--- src/rtl/ex_mem_reg.sv ---
// ex_mem_reg: EX->MEM pipeline register.
//   Carries the EX stage's GPR and HI/LO writeback requests to MEM with one
//   cycle of latency, inserts a bubble when EX stalls but MEM runs, and holds
//   everything when both stall. It also parks the partial 64-bit product and
//   step count of multi-cycle MADD/MSUB so EX can resume on the next cycle.
//
// Optional build macro:
//   EX_MEM_FLUSH_EN - adds a 'flush' input (exception squash) that clears the
//                     register like reset, below rst and above all stall cases.
module ex_mem_reg #(
    parameter int ADDR_W  = 5,
    parameter int DATA_W  = 32,
    parameter int STALL_W = 6,
    parameter int EX_IDX  = 3,
    parameter int MEM_IDX = 4
) (
    input  logic                  clk,
    input  logic                  rst,
    input  logic [STALL_W-1:0]    stall,
`ifdef EX_MEM_FLUSH_EN
    input  logic                  flush,
`endif
    input  logic [ADDR_W-1:0]     ex_wd,
    input  logic                  ex_wreg,
    input  logic [DATA_W-1:0]     ex_wdata,
    input  logic                  ex_whilo,
    input  logic [DATA_W-1:0]     ex_hi,
    input  logic [DATA_W-1:0]     ex_lo,
    input  logic [2*DATA_W-1:0]   hilo_i,
    input  logic [1:0]            cnt_i,
    output logic [ADDR_W-1:0]     mem_wd,
    output logic                  mem_wreg,
    output logic [DATA_W-1:0]     mem_wdata,
    output logic                  mem_whilo,
    output logic [DATA_W-1:0]     mem_hi,
    output logic [DATA_W-1:0]     mem_lo,
    output logic [2*DATA_W-1:0]   hilo_o,
    output logic [1:0]            cnt_o
);

    localparam logic              WRITE_DISABLE = 1'b0;
    localparam logic [DATA_W-1:0] ZERO_WORD     = '0;

    // What the register does on the coming edge.
    typedef enum logic [1:0] {
        ACT_CLEAR,    // reset (or flush): everything to zero
        ACT_BUBBLE,   // EX stalled, MEM running: zero the request, park MADD/MSUB
        ACT_ADVANCE,  // EX running: pass the request through, drop parked state
        ACT_HOLD      // EX and MEM both stalled: keep every output
    } action_t;

    action_t action;

    // Only the EX and MEM stall bits matter here; the rest belong to other stages.
    logic unused_stall_bits;
    assign unused_stall_bits = &{1'b0, stall};

    // Resolve the edge action from the priority rst > flush > advance > bubble > hold.
    // EX running with MEM stalled is illegal from ctrl and is treated as advance.
    always_comb begin
        // NOTE: default assigned first so no path leaves 'action' unassigned (no latch).
        action = ACT_HOLD;
        if (rst) begin
            action = ACT_CLEAR;
`ifdef EX_MEM_FLUSH_EN
        end else if (flush) begin
            action = ACT_CLEAR;
`endif
        end else if (!stall[EX_IDX]) begin
            action = ACT_ADVANCE;
        end else if (!stall[MEM_IDX]) begin
            action = ACT_BUBBLE;
        end else begin
            action = ACT_HOLD;
        end
    end

    // Pipeline register update; ex_* is only sampled on advance, so junk on a
    // stalled EX stage never reaches MEM.
    always_ff @(posedge clk) begin
        // NOTE: non-blocking assignments so every register samples pre-edge values.
        unique case (action)
            ACT_CLEAR, ACT_BUBBLE: begin
                mem_wd    <= '0;
                mem_wreg  <= WRITE_DISABLE;
                mem_wdata <= ZERO_WORD;
                mem_whilo <= WRITE_DISABLE;
                mem_hi    <= ZERO_WORD;
                mem_lo    <= ZERO_WORD;
                if (action == ACT_BUBBLE) begin
                    hilo_o <= hilo_i;
                    cnt_o  <= cnt_i;
                end else begin
                    hilo_o <= '0;
                    cnt_o  <= 2'd0;
                end
            end
            ACT_ADVANCE: begin
                mem_wd    <= ex_wd;
                mem_wreg  <= ex_wreg;
                mem_wdata <= ex_wdata;
                mem_whilo <= ex_whilo;
                mem_hi    <= ex_hi;
                mem_lo    <= ex_lo;
                hilo_o    <= '0;
                cnt_o     <= 2'd0;
            end
            ACT_HOLD: begin
                // Registers keep their values.
            end
        endcase
    end

endmodule

--- config.mk ---
export PLATFORM = sky130hd
export DESIGN_NAME = ex_mem_reg
export DESIGN_NICKNAME = d
export VERILOG_FILES = /design/src/rtl/ex_mem_reg.sv
export SDC_FILE = /design/constraint.sdc
export NUM_CORES = 1
export LEC_CHECK = 0
export CAP_MARGIN = 25
export CORE_ASPECT_RATIO = 1.5
export CORE_MARGIN = 2
export CORE_UTILIZATION = 38
export DETAILED_ROUTE_END_ITERATION = 7
export MAX_ROUTING_LAYER = met4
export PLACE_DENSITY = 0.77
export SYNTH_ARGS = -nofsm -noshare
export SYNTH_HDL_FRONTEND = slang
export SYNTH_SLANG_ARGS = --single-unit
--- constraint.sdc ---
create_clock -name clk -period 6.2 [get_ports clk]
set_input_delay 0.62 -clock clk [delete_from_list [all_inputs] [get_ports clk]]
set_output_delay 0.62 -clock clk [all_outputs]
set_load 0.05 [all_outputs]
# [Word level (Yosys, flattened, before mapping)]
# Cells that the tools add are included.
[totals] reg_bits=169 in_bits=177 out_inout_bits=169 wordCells=26
[classes] eq_ne=2 muxes=13 reduce_logical=3
[op_table] op="32-bit one-hot mux with 2 select lines" n=3
[op_table] op="64-bit one-hot mux with 2 select lines" n=1
[op_table] op="64-bit two-way mux" n=1
[op_table] op="5-bit one-hot mux with 2 select lines" n=1
[op_table] op="2-bit two-way mux" n=4
[op_table] op="1-bit one-hot mux with 2 select lines" n=2
[op_table] op="2-bit one-hot mux with 2 select lines" n=1
[op_table] op="2-bit by 1-bit equality test with 1-bit output (second input constant)" n=1
[op_table] op="2-bit equality test (second input constant)" n=1
[op_table] op="2-bit logical NOT" n=1
[op_table] op="2-bit nonzero test" n=1
[op_table] op="2-bit OR reduction" n=1

# [Depth between registers and ports, before layout]
# Gate-level depths: netlist of run 1.
[depth] depth_word=6 depth_mapped=4 mapped_depth_nobuf=1

# [Worst setup path before layout of run 1]
# Ideal clock, no wire load.
[synth_timing] kind="input to register" start="input rst" end="register cnt_o[0] (enable)" setup_time_ns=1.787 t_arrival_ns=4.796 required_time_ns=4.413 path_slack_ns=-0.383 stages=4 path_buffers=3 cell_sequence="buf_6 buf_6 buf_6 nand3b_1"
[synth_between] elab_chain_cells=4 elab_cells_between_ends=6 cone_classes="2 x eq/ne; 1 x mux; 3 x reduce/logical"
[synth_rtl] item="from (decl)" line_no="18" source="input logic rst,"
[synth_rtl] item="2-bit two-way mux (*)" line_no="63" source="if (rst) begin"
[synth_rtl] item="2-bit by 1-bit equality test with 1-bit output / 2-bit logical NOT (equally long branches)" line_no="82" source="unique case (action)"
[synth_rtl] item="2-bit OR reduction" line_no="82"
[synth_rtl] item="2-bit nonzero test (no source line) (*)"
[synth_rtl] item="to (signal assigned)" line_no="92" source="cnt_o <= cnt_i;"
[synth_rtl] item="to (decl)" line_no="38" source="output logic [1:0] cnt_o"
# Every way passes the cells marked *; elsewhere a longest branch is shown, timed or not.
# A chain may end at the register's enable or synchronous reset.

# [Worst setup path after layout of run 1]
[layout_timing] start="input rst" end="register mem_wdata[3] (enable)"
[layout_between] elab_chain_cells=4 elab_cells_between_ends=6 cone_classes="2 x eq/ne; 1 x mux; 3 x reduce/logical"
[layout_rtl] item="2-bit two-way mux (*)" line_no="63"
[layout_rtl] item="2-bit by 1-bit equality test with 1-bit output / 2-bit logical NOT (equally long branches)" line_no="82"
[layout_rtl] item="2-bit OR reduction" line_no="82"
[layout_rtl] item="2-bit nonzero test (no source line) (*)"
[layout_rtl] item="to (signal assigned)" line_no="101" source="mem_wdata <= ex_wdata;"
[layout_rtl] item="to (decl)" line_no="33" source="output logic [DATA_W-1:0] mem_wdata,"
# Marks and branches as above.

==> results of run 1 <==
-- worst max path at each step --
| stage | depth (start not counted) | end | slack [ns] |
|---|---|---|---|
| finish | 4 | mem_wdata[3] | 3.56 |
| global route | 4 | mem_wdata[22] | 3.40 |
| CTS | 4 | mem_wdata[22] | 3.55 |
| detailed placement | 4 | mem_wdata[22] | 3.08 |
| global placement | 4 | mem_wdata[17] | 3.19 |
| floorplan | 4 | cnt_o[0] | -0.38 |
-- sequential cells by signal, summed over array words and instances (netlist names) --
name / count
cnt_o: 2
hilo_o: 64
mem_hi: 32
mem_lo: 32
mem_wd: 5
mem_wdata: 32
mem_whilo: 1
mem_wreg: 1
-- power breakdown --
part           leakage [nW]  internal (W)  switching [W]
logic                  1.89      0.000262       0.000396
clock network         0.292      0.000675       0.000440
registers              1.93       0.00134      0.0000222
total                  4.11       0.00227       0.000858
-- per-stage QoR --
stage	TNS [ns]	util [%]
after detailed placement	0	55.7
after global placement	0	55.7
after CTS	0	58.9
after global routing	0	58.9
final	0	58.9
after floorplan	-63.77	-
-- area by class of cell --
cell class	count	area, µm²
tap	260	325
sequential	169	5070
fill	1512	8070
timing repair buffer	346	3450
clock buffer	17	425
antenna	1	2.50
clock inverter	15	200
multi-input combinational	170	2080
-- layer usage --
layer,global-route usage [%],part of all wire [%],up-vias
li1,-,-,2179
met1,18.4,35,2282
met2,30.2,53,257
met3,6.93,9.1,37
met4,8.33,2.9,0
met5,-,0,-
-- cells in the final DEF, fill, tap and decap left out --
cell / count
clkdlybuf4s50_1: 338
edfxtp_1: 169
nor3b_2: 99
and4bb_2: 53
clkbuf_16: 17
nor4bb_1: 7
and4bb_1: 6
buf_4: 5
nor3b_1: 4
bufinv_16: 4
clkinvlp_4: 4
clkinv_4: 2
clkinv_1: 2
buf_6: 2
diode_2: 1
nand3b_1: 1
clkinv_2: 1
inv_6: 1
inv_8: 1
buf_2: 1
-- kinds of logic after synthesis --
family | count (synthesis)
simple gates | 170
flops | 169
buf+inv | 45
==> impl_results.md, run 1 <==
- Clock-pin slew on the worst setup and hold paths: 0.07 ns
- Critical-path cell list: buf_6 > nand3b_1 > buf_4 > buf_4
- Leakage: 4.11 nW
- Post-synthesis cell area: 0.00755 mm²
- Fin area: 0.0116 mm²
- Layout cell share with drive strength beyond 1: 26.5%
- First-pass GRT wire length: 27700 µm
- Post-CTS Resized: 0
- Antenna Violating Nets Remaining: 0
- Hold-fix buffers, CTS: 0
- Pins Over Slew Limit: 0
- # DRC: 0
- Drt initial violations: 310
- DP HPWL: 12900 µm
- Pwr Density: 271 mW/mm²
- Final wirelength: 18600 µm
- Netlist cell types: 11
- Status: finished clean
- Startpoint types: input pin
- Die X: 119 µm
- Vias in the first global route: 5016
- Post-Synth XOR/XNOR Area: 0%
- Hold Path Sink: mem_hi[31]
- TritonCTS buffer count: 17
- GRT overflow: 0
- Vias per cell: 4.86
- Async set-reset flop share out of synthesis: 0%
- Fmax: 379 MHz
- DP Worst Slack: 3.08 ns
- Sequential area share after synthesis: 67.2%
- Starting Density: 38.5%
- Slew @ Worst Pin: 1.00 ns
- Synth warn: 0
- Die ar.: 0.0210 mm²
- Start point of the worst min-delay path: ex_hi[31]
- Area post-placement: 0.0109 mm²
- Gr usage total: 17.9%
- Synthesized flop and latch total: 169
- CTS Sinks: 169
- PnR worst setup slack: 3.56 ns
- Hold Path Class: input pin to flip-flop
- Largest family of logic cells by synthesized area: simple AND/OR/NAND/NOR gates
- Crit end category: flip-flop
- CP most frequent cell: buf_4
- Hold path depth: 2
- Primary FF master, synth: edfxtp_1
- Synth cell count leaders: edfxtp_1, nor3b_2, and4bb_2
- Fin cells: 978
- Crit path buffers/inverters: 3
- CTS Root Cell: clkbuf_16
- Mapped Nets: 561
- Pwr Total: 0.00313 W
- Max Root-Sink Buffers: 2
- Ports: 346
- Critical path arrival: 2.70 ns
- Post-Syn Instances: 384
- Count leader, synth: edfxtp_1
- Fin. Hold Viols: 0
- Worst slew margin: 33.1%
- Synth Area in Simple Gates: 27.6%
- CP Max Fanout: 113
- Top cells by area, synth: edfxtp_1, nor3b_2, and4bb_2
- EDFF count, synth: 169
- Fin crit share: 42.6%
- Crit Path Class: input pin to flip-flop
- Adder-cell share of the synthesized area: 0%
- Post-CTS Setup Inserts: 0
- Placed insts: 945
- Max-Cap Viols: 0
- Top Family by Delay on Critical Path: buffers and inverters
- Min Tclk post-route: 2.64 ns
- H-tree depth: 4
- Cell taking the most area after synthesis: edfxtp_1
- Slowest stage cell on the critical path: buf_4
- Initial antenna violation count: 1
- # nets final: 881
- Pin count of the biggest net entering global routing: 117
- WP data required: 6.26 ns
- Die Height: 177 µm
- Std-Cell Rows: 63
- RSZ-0062 raised after global routing: false
- Mux share of post-synthesis cell area: 0%
- Core area: 0.0196 mm²
- Area delta synth->final: 53.2%
- CP startpoint: rst
- Gpl congestion: 0.783
- WHS: 0.878 ns
- Yosys top cell area share: 67.2%
- Synth Area in Compound Gates: 0%
- PortBufs: 341
- Peak VDD IR: 0.000160 V
- Routed via count: 4755
- CP peak stage delay: 0.70 ns
- Mapped Avg Cell Area: 19.7 µm²
- CTS tree: yes
- DR WL/cell: 19.0 µm
- Drt first pass iters: 4
- Setup violators final: 0
(Power assumes the default switching activity.)
==> run 2, diff against run 1 <==
- clock period: 6.2 -> 2.16 ns (I/O delays scaled with it)
==> run 2 against run 1 <==
Against the previous run:
- global-route usage grew 0.50 points
- sequential power rose to 2.9 times the previous value
- combinational power increased to 2.9 times the previous value
- utilization grew 0.22 points
- clock power rose to 2.7 times the previous value
- total power grew to 2.8 times the previous value
- flip-flop and latch count unchanged
- via count down 0.21%
==> impl_results.md, run 2 (same netlist as run 1, synthesis figures left out) <==
- Status: finished clean
- Clock-pin slew on the worst setup and hold paths: 0.06 ns
- Clock Power Share: 34.3%
- Max-Cap Viols: 0
- Startpoint types: flip-flop
- Most common cell after layout, fill and taps aside: clkdlybuf4s50_1
- Slew @ Worst Pin: 0.805 ns
- Most frequent cells in the layout: clkdlybuf4s50_1, edfxtp_1, nor3b_2
- CP startpoint: hilo_o[48]
- Fin crit share: 85.7%
- Max FFs per register: 64
- Final wirelength: 19100 µm
- DP Worst Slack: 0.603 ns
- TritonCTS buffer count: 17
- Pin count of the biggest net entering global routing: 116
- Min Tclk post-route: 1.85 ns
- Drt initial violations: 299
- Std-Cell Rows: 63
- # nets final: 886
- Die X: 119 µm
- Multi-input gate area: 0.00208 mm²
- PnR worst setup slack: 0.309 ns
- Top Family by Delay on Critical Path: buffers and inverters
- Critical path arrival: 1.63 ns
- Pwr Density: 762 mW/mm²
- Leakage: 4.15 nW
- # DRC: 0
- Peak VDD IR: 0.000457 V
- Fill count: 1488
- Slowest stage cell on the critical path: clkdlybuf4s50_1
- Fin. Hold Viols: 0
- Switching Power: 0.00244 W
- RSZ-0062 raised after global routing: false
- CTS tree: yes
- CP Max Fanout: 1
- Setup violators final: 0
- CTS Root Cell: clkbuf_16
- CTS Sinks: 169
- DR top layer: met4
- Max Root-Sink Buffers: 2
- Gate power share: 21.6%
- Int Power: 0.00640 W
- WL met1: 7050 µm
- Fmax: 540 MHz
- First-pass GRT wire length: 28300 µm
- Post-CTS Setup Inserts: 0
- Gr usage total: 18.4%
- Ports: 346
- Vias per cell: 4.83
- Die ar.: 0.0210 mm²
- H-tree depth: 4
- Sw frac: 27.6%
- Post-CTS Resized: 0
- Diodes inserted: 0
- Gpl congestion: 0.771
- Pins Over Slew Limit: 0
- Starting Density: 38.5%
- Worst slew margin: 46.4%
- WP data required: 1.94 ns
- Reg power frac: 44.2%
- Antenna Violating Nets Remaining: 0
- GRT overflow: 0
- Layout cell share with drive strength beyond 1: 26.6%
- Met3 WL post-DR: 1470 µm
- Pwr Total: 0.00884 W
- CP peak stage delay: 0.87 ns
- Drt first pass iters: 5
- WHS: 0.144 ns
- Die Height: 177 µm
- Start point of the worst min-delay path: rst
- Fin util: 59.1%
- Register area: 0.00507 mm²
- Crit Path Class: flip-flop to output pin
- Initial antenna violation count: 0
- Area delta synth->final: 53.7%
- DP HPWL: 13300 µm
- Largest reg by FF count: hilo_o
- DR WL/cell: 19.4 µm
- Critical-path cell list: clkdlybuf4s50_1
- Core area: 0.0196 mm²
- PortBufs: 341
- Met2 wire length: 9970 µm
- Routed via count: 4745
- Hold-fix buffers, CTS: 0
- Crit path buffers/inverters: 1
- Vias in the first global route: 5089
- Hold Path Class: input pin to flip-flop
- Crit end category: output pin
[run 2: changes by cell type in the layout (fill, tap and decap cells not counted), sizes merged]
| cell | change |
|---|---|
| clkinvlp | -3 |
| buf | +5 |
| diode | -1 |
| inv | -1 |
| bufinv | -1 |
| clkinv | +5 |
[run 2: worst paths after layout]
kind / end / slack (ns) / cells after the start
min: mem_hi[29] / 0.14 / 2
max: hilo_o[48] / 0.31 / 1
[run 2: final cells by class]
type / count / area share [%]
clock buffers: 17 / 3.67
clock inverters: 15 / 1.36
multi-input cells: 170 / 18.0
flip-flops and latches: 169 / 43.7
well taps: 260 / 2.80
repair buffers: 351 / 30.5
[run 2: per-stage QoR]
stage	instance area, µm²	setup TNS, ns	std cells
3_5_place_dp	11000	0	950
3_3_place_gp	11000	0	950
4_1_cts	11600	0	982
6_report	11600	0	982
5_1_grt	11600	0	982
2_1_floorplan	7560	-678.25	384
[run 2: metal layers]
metal,track usage [%],vias to the layer above
met2,30.9,255
met3,6.22,38
met5,-,-
met1,19.8,2267
li1,-,2185
met4,8.18,0
[run 2: power by group through the flow]
stage / Combinational, W / Sequential, W / Clock [W]
detailed placement: 0.00192 / 0.00398 / 0
finish: 0.00191 / 0.00390 / 0.00303
floorplan: 0.000346 / 0.00479 / 0
CTS: 0.00192 / 0.00391 / 0.00311
global placement: 0.00190 / 0.00397 / 0
global route: 0.00197 / 0.00392 / 0.00324
